[config.mk]
export PLATFORM = sky130hd
export DESIGN_NAME = coprocessor0_interrupt_unit
export DESIGN_NICKNAME = d
export VERILOG_FILES = /design/src/rtl/coprocessor0_interrupt_unit_pkg.sv /design/src/rtl/coprocessor0_interrupt_unit_timer.sv /design/src/rtl/coprocessor0_interrupt_unit.sv
export SDC_FILE = /design/constraint.sdc
export NUM_CORES = 1
export LEC_CHECK = 0
export ABC_AREA = 1
export BUFFER_PORTS_ARGS = -buffer_cell sky130_fd_sc_hd__clkbuf_2
export CAP_MARGIN = 20
export CORE_MARGIN = 2
export CORE_UTILIZATION = 40
export CTS_CLUSTER_SIZE = 30
export DETAILED_ROUTE_END_ITERATION = 16
export GPL_TIMING_DRIVEN = 0
export HOLD_SLACK_MARGIN = 0.1
export PLACE_DENSITY = 0.67
export SYNTH_ARGS = -nofsm -noshare
export SYNTH_HDL_FRONTEND = slang
export SYNTH_HIERARCHICAL = 1
export SYNTH_SLANG_ARGS = --single-unit
[constraint.sdc]
create_clock -name clock -period 2 [get_ports clock]
set_input_delay 0.4 -clock clock [delete_from_list [all_inputs] [get_ports clock]]
set_output_delay 0.4 -clock clock [all_outputs]
set_load 0.01 [all_outputs]
[src/rtl/coprocessor0_interrupt_unit_pkg.sv]
// coprocessor0_interrupt_unit_pkg: shared CP0 types, register numbers and word-packing helpers.
package coprocessor0_interrupt_unit_pkg;

    localparam logic [4:0] REG_BADVADDR = 5'd8;
    localparam logic [4:0] REG_COUNT    = 5'd9;
    localparam logic [4:0] REG_COMPARE  = 5'd11;
    localparam logic [4:0] REG_STATUS   = 5'd12;
    localparam logic [4:0] REG_CAUSE    = 5'd13;
    localparam logic [4:0] REG_EPC      = 5'd14;

    typedef enum logic [4:0] {
        EXC_INT  = 5'd0,
        EXC_ADEL = 5'd4,
        EXC_ADES = 5'd5,
        EXC_SYS  = 5'd8,
        EXC_BP   = 5'd9,
        EXC_RI   = 5'd10,
        EXC_OV   = 5'd12
    } exc_code_t;

    typedef struct packed {
        logic [7:0] im;
        logic       exl;
        logic       ie;
    } status_data_t;

    typedef struct packed {
        logic       bd;
        logic       ti;
        logic [7:0] ip;
        exc_code_t  exc_code;
    } cause_data_t;

    typedef struct packed {
        logic        valid;
        logic        eret;
        exc_code_t   code;
        logic [31:0] address;
        logic        delay_slot;
        logic        bad_valid;
        logic [31:0] bad_address;
    } wb_to_cp0_data_t;

    // BEV (bit 22) is hardwired to 1; everything not stored reads 0.
    function automatic logic [31:0] status_word(status_data_t s);
        return {9'd0, 1'b1, 6'd0, s.im, 6'd0, s.exl, s.ie};
    endfunction

    function automatic logic [31:0] cause_word(cause_data_t c);
        return {c.bd, c.ti, 14'd0, c.ip, 1'b0, c.exc_code, 2'd0};
    endfunction

endpackage

[src/rtl/coprocessor0_interrupt_unit_timer.sv]
// coprocessor0_interrupt_unit_timer: prescaled Count, Compare and the sticky timer interrupt.
module coprocessor0_interrupt_unit_timer #(
    parameter int COUNT_DIVIDE = 2
) (
    input  logic        clock,
    input  logic        reset_n,
    input  logic        count_write,
    input  logic        compare_write,
    input  logic [31:0] write_data,
    output logic [31:0] count,
    output logic [31:0] compare,
    output logic        timer_interrupt
);

    localparam int PW = COUNT_DIVIDE > 1 ? $clog2(COUNT_DIVIDE) : 1;
    localparam logic [PW-1:0] LAST = PW'(COUNT_DIVIDE - 1);

    logic [PW-1:0] prescale;
    logic          tick;
    logic [31:0]   count_next;

    assign tick       = prescale == LAST;
    assign count_next = count_write ? write_data : count + 32'(tick);

    // TI fires only when Count actually changes onto Compare; a Compare write always clears it.
    always_ff @(posedge clock or negedge reset_n) begin
        if (!reset_n) begin
            prescale        <= '0;
            count           <= '0;
            compare         <= '0;
            timer_interrupt <= 1'b0;
        end else begin
            prescale        <= (count_write || tick) ? '0 : prescale + 1'b1;
            count           <= count_next;
            compare         <= compare_write ? write_data : compare;
            timer_interrupt <= !compare_write &&
                               (timer_interrupt || ((count_write || tick) && count_next == compare));
        end
    end

endmodule

[src/rtl/coprocessor0_interrupt_unit.sv]
// coprocessor0_interrupt_unit: CP0 Status/Cause/EPC/BadVAddr, timer and interrupt request.
module coprocessor0_interrupt_unit
    import coprocessor0_interrupt_unit_pkg::*;
#(
    parameter int HW_INT_COUNT = 6,
    parameter int SYNC_STAGES  = 2,
    parameter int COUNT_DIVIDE = 2
) (
    input  logic                    clock,
    input  logic                    reset_n,
    input  logic                    write_enabled,
    input  logic [4:0]              address_register,
    input  logic [2:0]              address_select,
    input  logic [31:0]             write_data,
    input  logic                    exception_valid,
    input  logic                    eret_flush,
    input  logic [4:0]              exception_code,
    input  logic [31:0]             exception_address,
    input  logic                    in_delay_slot,
    input  logic                    bad_address_valid,
    input  logic [31:0]             bad_address,
    input  logic [HW_INT_COUNT-1:0] hardware_interrupt,
    output logic [31:0]             read_data,
    output logic [31:0]             epc,
    output logic                    interrupt_pending,
    output logic                    timer_interrupt
);

    wb_to_cp0_data_t         wb;
    status_data_t            status;
    cause_data_t             cause_view;
    logic                    cause_bd;
    exc_code_t               cause_exc;
    logic [1:0]              ip_sw;
    logic [31:0]             bad_vaddr;
    logic [31:0]             count;
    logic [31:0]             compare;
    logic [HW_INT_COUNT-1:0] sync_q [SYNC_STAGES+1];
    logic [5:0]              hw_ip;
    logic [7:0]              ip;
    logic                    mtc0;
    logic                    wr_count;
    logic                    wr_compare;
    logic                    wr_status;
    logic                    wr_cause;
    logic                    wr_epc;

    assign wb = '{
        valid:       exception_valid,
        eret:        eret_flush,
        code:        exc_code_t'(exception_code),
        address:     exception_address,
        delay_slot:  in_delay_slot,
        bad_valid:   bad_address_valid,
        bad_address: bad_address
    };

    // A committing exception squashes any MTC0 in the same cycle.
    assign mtc0       = write_enabled && !wb.valid && address_select == 3'd0;
    assign wr_count   = mtc0 && address_register == REG_COUNT;
    assign wr_compare = mtc0 && address_register == REG_COMPARE;
    assign wr_status  = mtc0 && address_register == REG_STATUS;
    assign wr_cause   = mtc0 && address_register == REG_CAUSE;
    assign wr_epc     = mtc0 && address_register == REG_EPC;

    coprocessor0_interrupt_unit_timer #(
        .COUNT_DIVIDE(COUNT_DIVIDE)
    ) u_timer (
        .clock          (clock),
        .reset_n        (reset_n),
        .count_write    (wr_count),
        .compare_write  (wr_compare),
        .write_data     (write_data),
        .count          (count),
        .compare        (compare),
        .timer_interrupt(timer_interrupt)
    );

    // Stage 0 samples the pins; the last stage feeds IP, giving SYNC_STAGES+1 edges of latency.
    always_ff @(posedge clock or negedge reset_n) begin
        if (!reset_n) begin
            for (int i = 0; i <= SYNC_STAGES; i++) sync_q[i] <= '0;
        end else begin
            sync_q[0] <= hardware_interrupt;
            for (int i = 1; i <= SYNC_STAGES; i++) sync_q[i] <= sync_q[i-1];
        end
    end

    assign hw_ip             = 6'(sync_q[SYNC_STAGES]);
    assign ip                = {hw_ip[5] | timer_interrupt, hw_ip[4:0], ip_sw};
    assign interrupt_pending = status.ie && !status.exl && |(status.im & ip);
    assign cause_view        = '{bd: cause_bd, ti: timer_interrupt, ip: ip, exc_code: cause_exc};

    always_ff @(posedge clock or negedge reset_n) begin
        if (!reset_n) begin
            status    <= '0;
            cause_bd  <= 1'b0;
            cause_exc <= EXC_INT;
            ip_sw     <= '0;
            epc       <= '0;
            bad_vaddr <= '0;
        end else if (wb.valid) begin
            status.exl <= 1'b1;
            cause_exc  <= wb.code;
            if (!status.exl) begin
                cause_bd <= wb.delay_slot;
                epc      <= wb.delay_slot ? wb.address - 32'd4 : wb.address;
            end
            if (wb.bad_valid) bad_vaddr <= wb.bad_address;
        end else begin
            if (wr_status) begin
                status.im <= write_data[15:8];
                status.ie <= write_data[0];
            end
            if (wb.eret) status.exl <= 1'b0;
            else if (wr_status) status.exl <= write_data[1];
            if (wr_cause) ip_sw <= write_data[9:8];
            if (wr_epc) epc <= write_data;
        end
    end

    always_comb begin
        read_data = '0;
        if (address_select == 3'd0) begin
            case (address_register)
                REG_BADVADDR: read_data = bad_vaddr;
                REG_COUNT:    read_data = count;
                REG_COMPARE:  read_data = compare;
                REG_STATUS:   read_data = status_word(status);
                REG_CAUSE:    read_data = cause_word(cause_view);
                REG_EPC:      read_data = epc;
                default:      read_data = '0;
            endcase
        end
    end

endmodule

# Yosys cells after proc, flatten, opt, wreduce, memory -nomap -nowiden
# Cells that the tools add are included.
# W data, S select, Z words.
[classes]
addsub = 3
eq_ne = 8
mux = 11
bitwise_logic = 4
reduce_logical = 25
[op_table]
columns = ["operator", "count"]
rows = [
  ["$mux W32", 6],
  ["$pmux W32 S6", 1],
  ["$add A32 B1 Y32", 1],
  ["$eq A32 B32 Y1", 1],
  ["$sub A32 B3 Y32 const B", 1],
  ["$eq A5 B4 Y1 const B", 6],
  ["$logic_and A1 B1 Y1", 11],
  ["$reduce_and A2 Y1", 5],
  ["$and A8 B8 Y8", 1],
  ["$reduce_or A8 Y1", 1],
  ["$mux W1", 4],
  ["$logic_not A1 Y1", 3],
  ["$logic_not A3 Y1", 1],
  ["$reduce_bool A3 Y1", 1],
  ["$logic_or A1 B1 Y1", 2],
  ["$ne A2 B2 Y1 const B", 1],
  ["$not A1 Y1", 2],
  ["$reduce_bool A2 Y1", 1],
  ["$add A1 B1 Y1 const B", 1],
  ["$or A1 B1 Y1", 1],
]
[word_totals]
ff_bits = 166
output_inout_bits = 66

# Longest topological paths before layout
[logic_depth]
depth_word = 9
mapped_depth = 21
mapped_depth_nobuf = 20

# By module
# Netlist, hierarchy kept.
[modules_own_cells]
columns = ["mod", "instances", "cells_per_inst", "area_per_inst_um2"]
rows = [
  ["coprocessor0_interrupt_unit", 1, 820, 6145.9],
  ["coprocessor0_interrupt_unit_timer", 1, 651, 4237.8],
]

# Least setup slack after synthesis
# OpenSTA, ideal clock, no wires.
[synth_timing]
kind = "in2reg"
start = "input port exception_valid"
end = "register u_timer.timer_interrupt"
setup_time_ps = 74
t_arrival_ps = 2324
slack_ps = -398
cell_stages = 17
path_cell_list = "buf_4 -> inv_4 -> nand2_2 -> nor2_4 -> inv_1 -> nor2_1 -> inv_2 -> clkbuf_1 -> buf_2 -> or2_2 -> nand3_1 -> nand2_1 -> nor2_1 -> nand2_1 -> nor2_1 -> nand3_1 -> a21oi_2"
[synth_between]
elab_chain_cells = 9
elab_cells_between_ends = 12
classes_between = "eq/ne (1); mux (1); reduce/logical (10)"
[synth_lines]
columns = ["item", "line_no", "text"]
rows = [
  ["start, declared", "coprocessor0_interrupt_unit.sv:15", "input logic exception_valid,"],
  ["$logic_not A1 Y1 (*)", "coprocessor0_interrupt_unit.sv:59", "assign mtc0 = write_enabled && !wb.valid && address_select == 3'd0;"],
  ["$logic_and A1 B1 Y1 (*) (2 in series)", "coprocessor0_interrupt_unit.sv:59", ""],
  ["$logic_and A1 B1 Y1 (*)", "coprocessor0_interrupt_unit.sv:60", "assign wr_count = mtc0 && address_register == REG_COUNT;"],
  ["net wr_count", "coprocessor0_interrupt_unit.sv:42", "logic wr_count;"],
  ["$mux W32", "coprocessor0_interrupt_unit_timer.sv:23", "assign count_next = count_write ? write_data : count + 32'(tick);"],
  ["$eq A32 B32 Y1", "coprocessor0_interrupt_unit_timer.sv:37", "(timer_interrupt || ((count_write || tick) && count_next == compare));"],
  ["$logic_and A1 B1 Y1 (*)", "coprocessor0_interrupt_unit_timer.sv:37", ""],
  ["$logic_or A1 B1 Y1 (*)", "coprocessor0_interrupt_unit_timer.sv:37", ""],
  ["$logic_and A1 B1 Y1 (*)", "coprocessor0_interrupt_unit_timer.sv:36", "timer_interrupt <= !compare_write &&"],
  ["end signal, assigned", "coprocessor0_interrupt_unit_timer.sv:36", ""],
  ["end, declared", "coprocessor0_interrupt_unit_timer.sv:12", "output logic timer_interrupt"],
]
# The timed path passes the listed nets; every way through them passes the cells marked *.
# A chain may end at the register's enable or synchronous reset.

# Worst setup path after layout
[layout_timing]
start = "register u_timer.count[0]"
end = "register u_timer.timer_interrupt"
[layout_between]
elab_chain_cells = 6
[layout_lines]
columns = ["item", "line_no", "text"]
rows = [
  ["start, declared", "coprocessor0_interrupt_unit_timer.sv:10", "output logic [31:0] count,"],
  ["start signal, assigned", "coprocessor0_interrupt_unit_timer.sv:34", "count <= count_next;"],
  ["$add A32 B1 Y32", "coprocessor0_interrupt_unit_timer.sv:23", ""],
  ["$mux W32", "coprocessor0_interrupt_unit_timer.sv:23", ""],
  ["$eq A32 B32 Y1", "coprocessor0_interrupt_unit_timer.sv:37", ""],
  ["$logic_and A1 B1 Y1", "coprocessor0_interrupt_unit_timer.sv:37", ""],
  ["$logic_or A1 B1 Y1", "coprocessor0_interrupt_unit_timer.sv:37", ""],
  ["$logic_and A1 B1 Y1", "coprocessor0_interrupt_unit_timer.sv:36", ""],
]
# No other way between the ends.

==> impl_results.md <==
* CTS sink count at around 170
* Via/cell ratio at ~5.6
* Post-Syn Area at a little over 0.01 mm2
* Placed Area at about 0.012 mm2
* Finished Cell Area at about 0.015 mm2
* Worst-Margin Slew at around 0.64 ns
* Routed WL per cell at a little over 20 um
* Max_slew headroom at 0.573
* DRC Markers at 0
* CTS tree: done
* Critical path depth in cells at 16
* Max-capacitance violation count at 0
* Buf+Inv Stages, Crit Path at 0
* Syn_nets at approximately 1600
* Synth warn at 6
* Rows at slightly below 60
* Multi-input gate area at 0.00632 mm2
* Final min period at 2.32 ns
* RSZ-0062 raised after global routing: true
* Gp weighted congestion at slightly below 1
* Period utilisation layout at 1.16
* Clock buffer count from CTS at 17
* Syn avg cell area at roughly 7.1 um2
* Critical path launch point type: flop
* Status: finished, violations left
* Crit path cell chain: ha_4, ha_4, nand2_4, nor2_8, nand2_4, nor2_4, nand2_1, nand3_2, nand2_1, nand2_1, nand2_1, nor2_2, nand3_2, nor2_2, nand3_1, a21oi_2
* Worst skew pair latency at between 0.4 and 0.5 ns
* FF-to-FF setup slack at -0.32 ns
* Share of layout cells above drive strength 1 at 0.349
* Reg2reg path depth at 16
* First-pass GRT wire length at approximately 63 mm
* Die width at about 170 um
* Initial antenna violation count at 0
* Setup WS pre-CTS at -1.06 ns
* Top delay family on crit path: simple AND/OR/NAND/NOR gates
* Slowest cell delay on critical path at approximately 0.40 ns
* Nets at between 1500 and 2000
* Hpwl dp at between 20 and 30 mm
* Hold Path Depth at 3
* IO Pins at between 150 and 200
* Sequential share of the synthesized area at 0.400
* Critical Path AT at between 2 and 3 ns
* Hold Path Class: in -> reg
* P&R area growth vs syn at 40.5%
* Pin count of the biggest net entering global routing at 95
* Final worst setup slack at -0.318 ns
* Slew Limit Fails at 0
* Clock transition at path regs at approximately 0.070 ns
* Violated checks: setup timing
* DRT Pass-1 Iters at 7
* DR vias at about 12000
* Pleak at 7.38 nW
* Setup tns final at -5.02 ns
* VDD IR max at around 0.48 mV
* Worst Clk Skew at 0.00851 ns
* Utilization after layout at 0.576
* Vias in the first global route at ~11000
* Critical Path Sink Type: flop
* Starting DRT DRC Count at 1602
* Pwr Density at around 670 mW/mm2
* All-Layer GR Usage at 0.309
* Initial core utilization at 0.410
* # H-tree levels at 4
* Number of setup violations in the final report at 35
* Req. time, crit path at about 2.4 ns
* Register area at a little over 0.004 mm2
* Fillers at between 2000 and 2500
* Clk buf depth at 2
* Final ANT Viol Nets at 0
* Cell variety after synth at 45
* PortBufs at 186
* Core area at ~0.025 mm2
* GRT overflow at 0
* Setup CP Type: reg -> reg
* Vert. Die Dim at approximately 170 um
* Worst-path fanout max at 6
* Clock root buffer: clkbuf_16
* Hold Vio Cnt, Final at 0
* Slowest-stage cell, CP: dfrtp_1
* Max Fclk at 431 MHz
* Full die area at ~0.027 mm2
* #FFs+latches synth at 166
* Crit path top cell by count: nand2_1
* Synth Instances at ~1500
* Routed WL at roughly 43 mm
==> what timing repair did <==
| action | CTS | global route |
|---|---|---|
| endpoints found under the hold margin | 78 | 0 |
| buffers inserted | 35 | 17 |
| pin swaps | 68 | 46 |
| gates resized for setup | 256 | 156 |
| gates cloned | 10 | 2 |
| hold buffers | 7 | 0 |
| setup endpoints to repair | 65 | 41 |
==> cell usage in the layout, fill, tap and decap left out, types with 34 or more instances in the layout <==
cell type / count
clkbuf_2: 154
nand3_1: 102
nor2_1: 128
buf_6: 39
dfrtp_1: 164
nand2_4: 34
nand2_2: 44
mux2_2: 34
o21ai_0: 59
inv_1: 164
buf_2: 34
nand2_1: 415
==> cells in the mapped netlist (all sizes together) <==
cell type | instances | share of area
a21oi | 42 | 0.022
a221oi | 1 | 0.00084
a22oi | 1 | 0.00072
a31oi | 22 | 0.013
a41oi | 10 | 0.012
and3 | 1 | 0.00060
buf | 28 | 0.016
clkbuf | 22 | 0.0080
clkinv | 1 | 0.00036
dfrtp | 166 | 0.40
ha | 3 | 0.0036
inv | 183 | 0.066
mux2 | 34 | 0.037
nand2 | 494 | 0.18
nand3 | 124 | 0.065
nand3b | 5 | 0.0036
nand4 | 21 | 0.013
nor2 | 176 | 0.079
nor3 | 2 | 0.00096
o211ai | 3 | 0.0022
o21ai | 91 | 0.044
o21bai | 3 | 0.0025
o22ai | 6 | 0.0036
or2 | 25 | 0.015
xnor2 | 1 | 0.00084
xor2 | 6 | 0.0051
==> final timing paths <==
kind                                             from                                 to
setup / recovery           u_timer/count[0]$_DFF_PN0_  u_timer/timer_interrupt$_DFF_PN0_
min in group asynchronous                     reset_n               sync_q[12]$_DFF_PN0_
hold reg to reg                  sync_q[14]$_DFF_PN0_                sync_q[8]$_DFF_PN0_
hold / removal                      exception_code[0]           cause_exc[0]$_DFFE_PN0P_
setup reg to reg           u_timer/count[0]$_DFF_PN0_  u_timer/timer_interrupt$_DFF_PN0_
max in group asynchronous                     reset_n        u_timer/count[30]$_DFF_PN0_
==> area by class of cell <==
| cell class | instances | share of cell area |
|---|---|---|
| clock inverter | 15 | 0.0136 |
| clock buffer | 17 | 0.0292 |
| buffer | 49 | 0.0288 |
| antenna | 1 | 0.000171 |
| sequential | 166 | 0.285 |
| inverter | 184 | 0.0509 |
| tap | 330 | 0.0283 |
| multi-input combinational | 1071 | 0.433 |
| timing repair buffer | 256 | 0.131 |
==> worst min-delay path, stage by stage <==
cell	delay [ns]
clkbuf_2	0.08
nand2_1	0.04
o21ai_0	0.06
==> metal layers <==
layer  routed length (um)  track usage  share of wire  vias to the layer above
li1                     -            -              -                     5248
met1                16200        0.385           0.37                     5511
met2                19800        0.500           0.46                      767
met3                 4150       0.0609          0.096                      201
met4                 3140        0.180          0.072                        0
met5                    0            0              0                        -
==> sequential cells by signal, summed over array words and instances (netlist names) <==
name and cells:
u_timer/timer_interrupt 1, status 10, hw_ip 6, ip_sw 2, epc 32, u_timer/compare 32
cause_exc 5, u_timer/count 32, u_timer/prescale 1, bad_vaddr 32, sync_q 12, cause_bd 1
==> logic make-up (layout without fill, tap and decap cells) <==
kind of cell	after synthesis	count (layout)	synth area share
other cells	0	1	0
mux	34	34	0.0369
simple gates	848	848	0.361
flops	166	166	0.400
xor+xnor	7	7	0.00590
compound gates	179	179	0.101
fa+ha+maj	3	3	0.00362
buf+inv	234	521	0.0911
==> per-stage QoR <==
step / instances / power, mW / hold WS [ns]
finish: 2089 / 9.78 / 0.175
global route: 2088 / 10.2 / 0.185
CTS: 2072 / 9.61 / 0.174
detailed placement: 1988 / 5.83 / 0.335
global placement: 1987 / 5.79 / 0.334
floorplan: 1471 / 5.03 / 0.104
==> report_power, final <==
group          switching [mW]  internal, mW
combinational            1.24         0.786
sequential              0.469          3.73
clock                    1.63          1.92
Power figures use the tool's default switching activity.
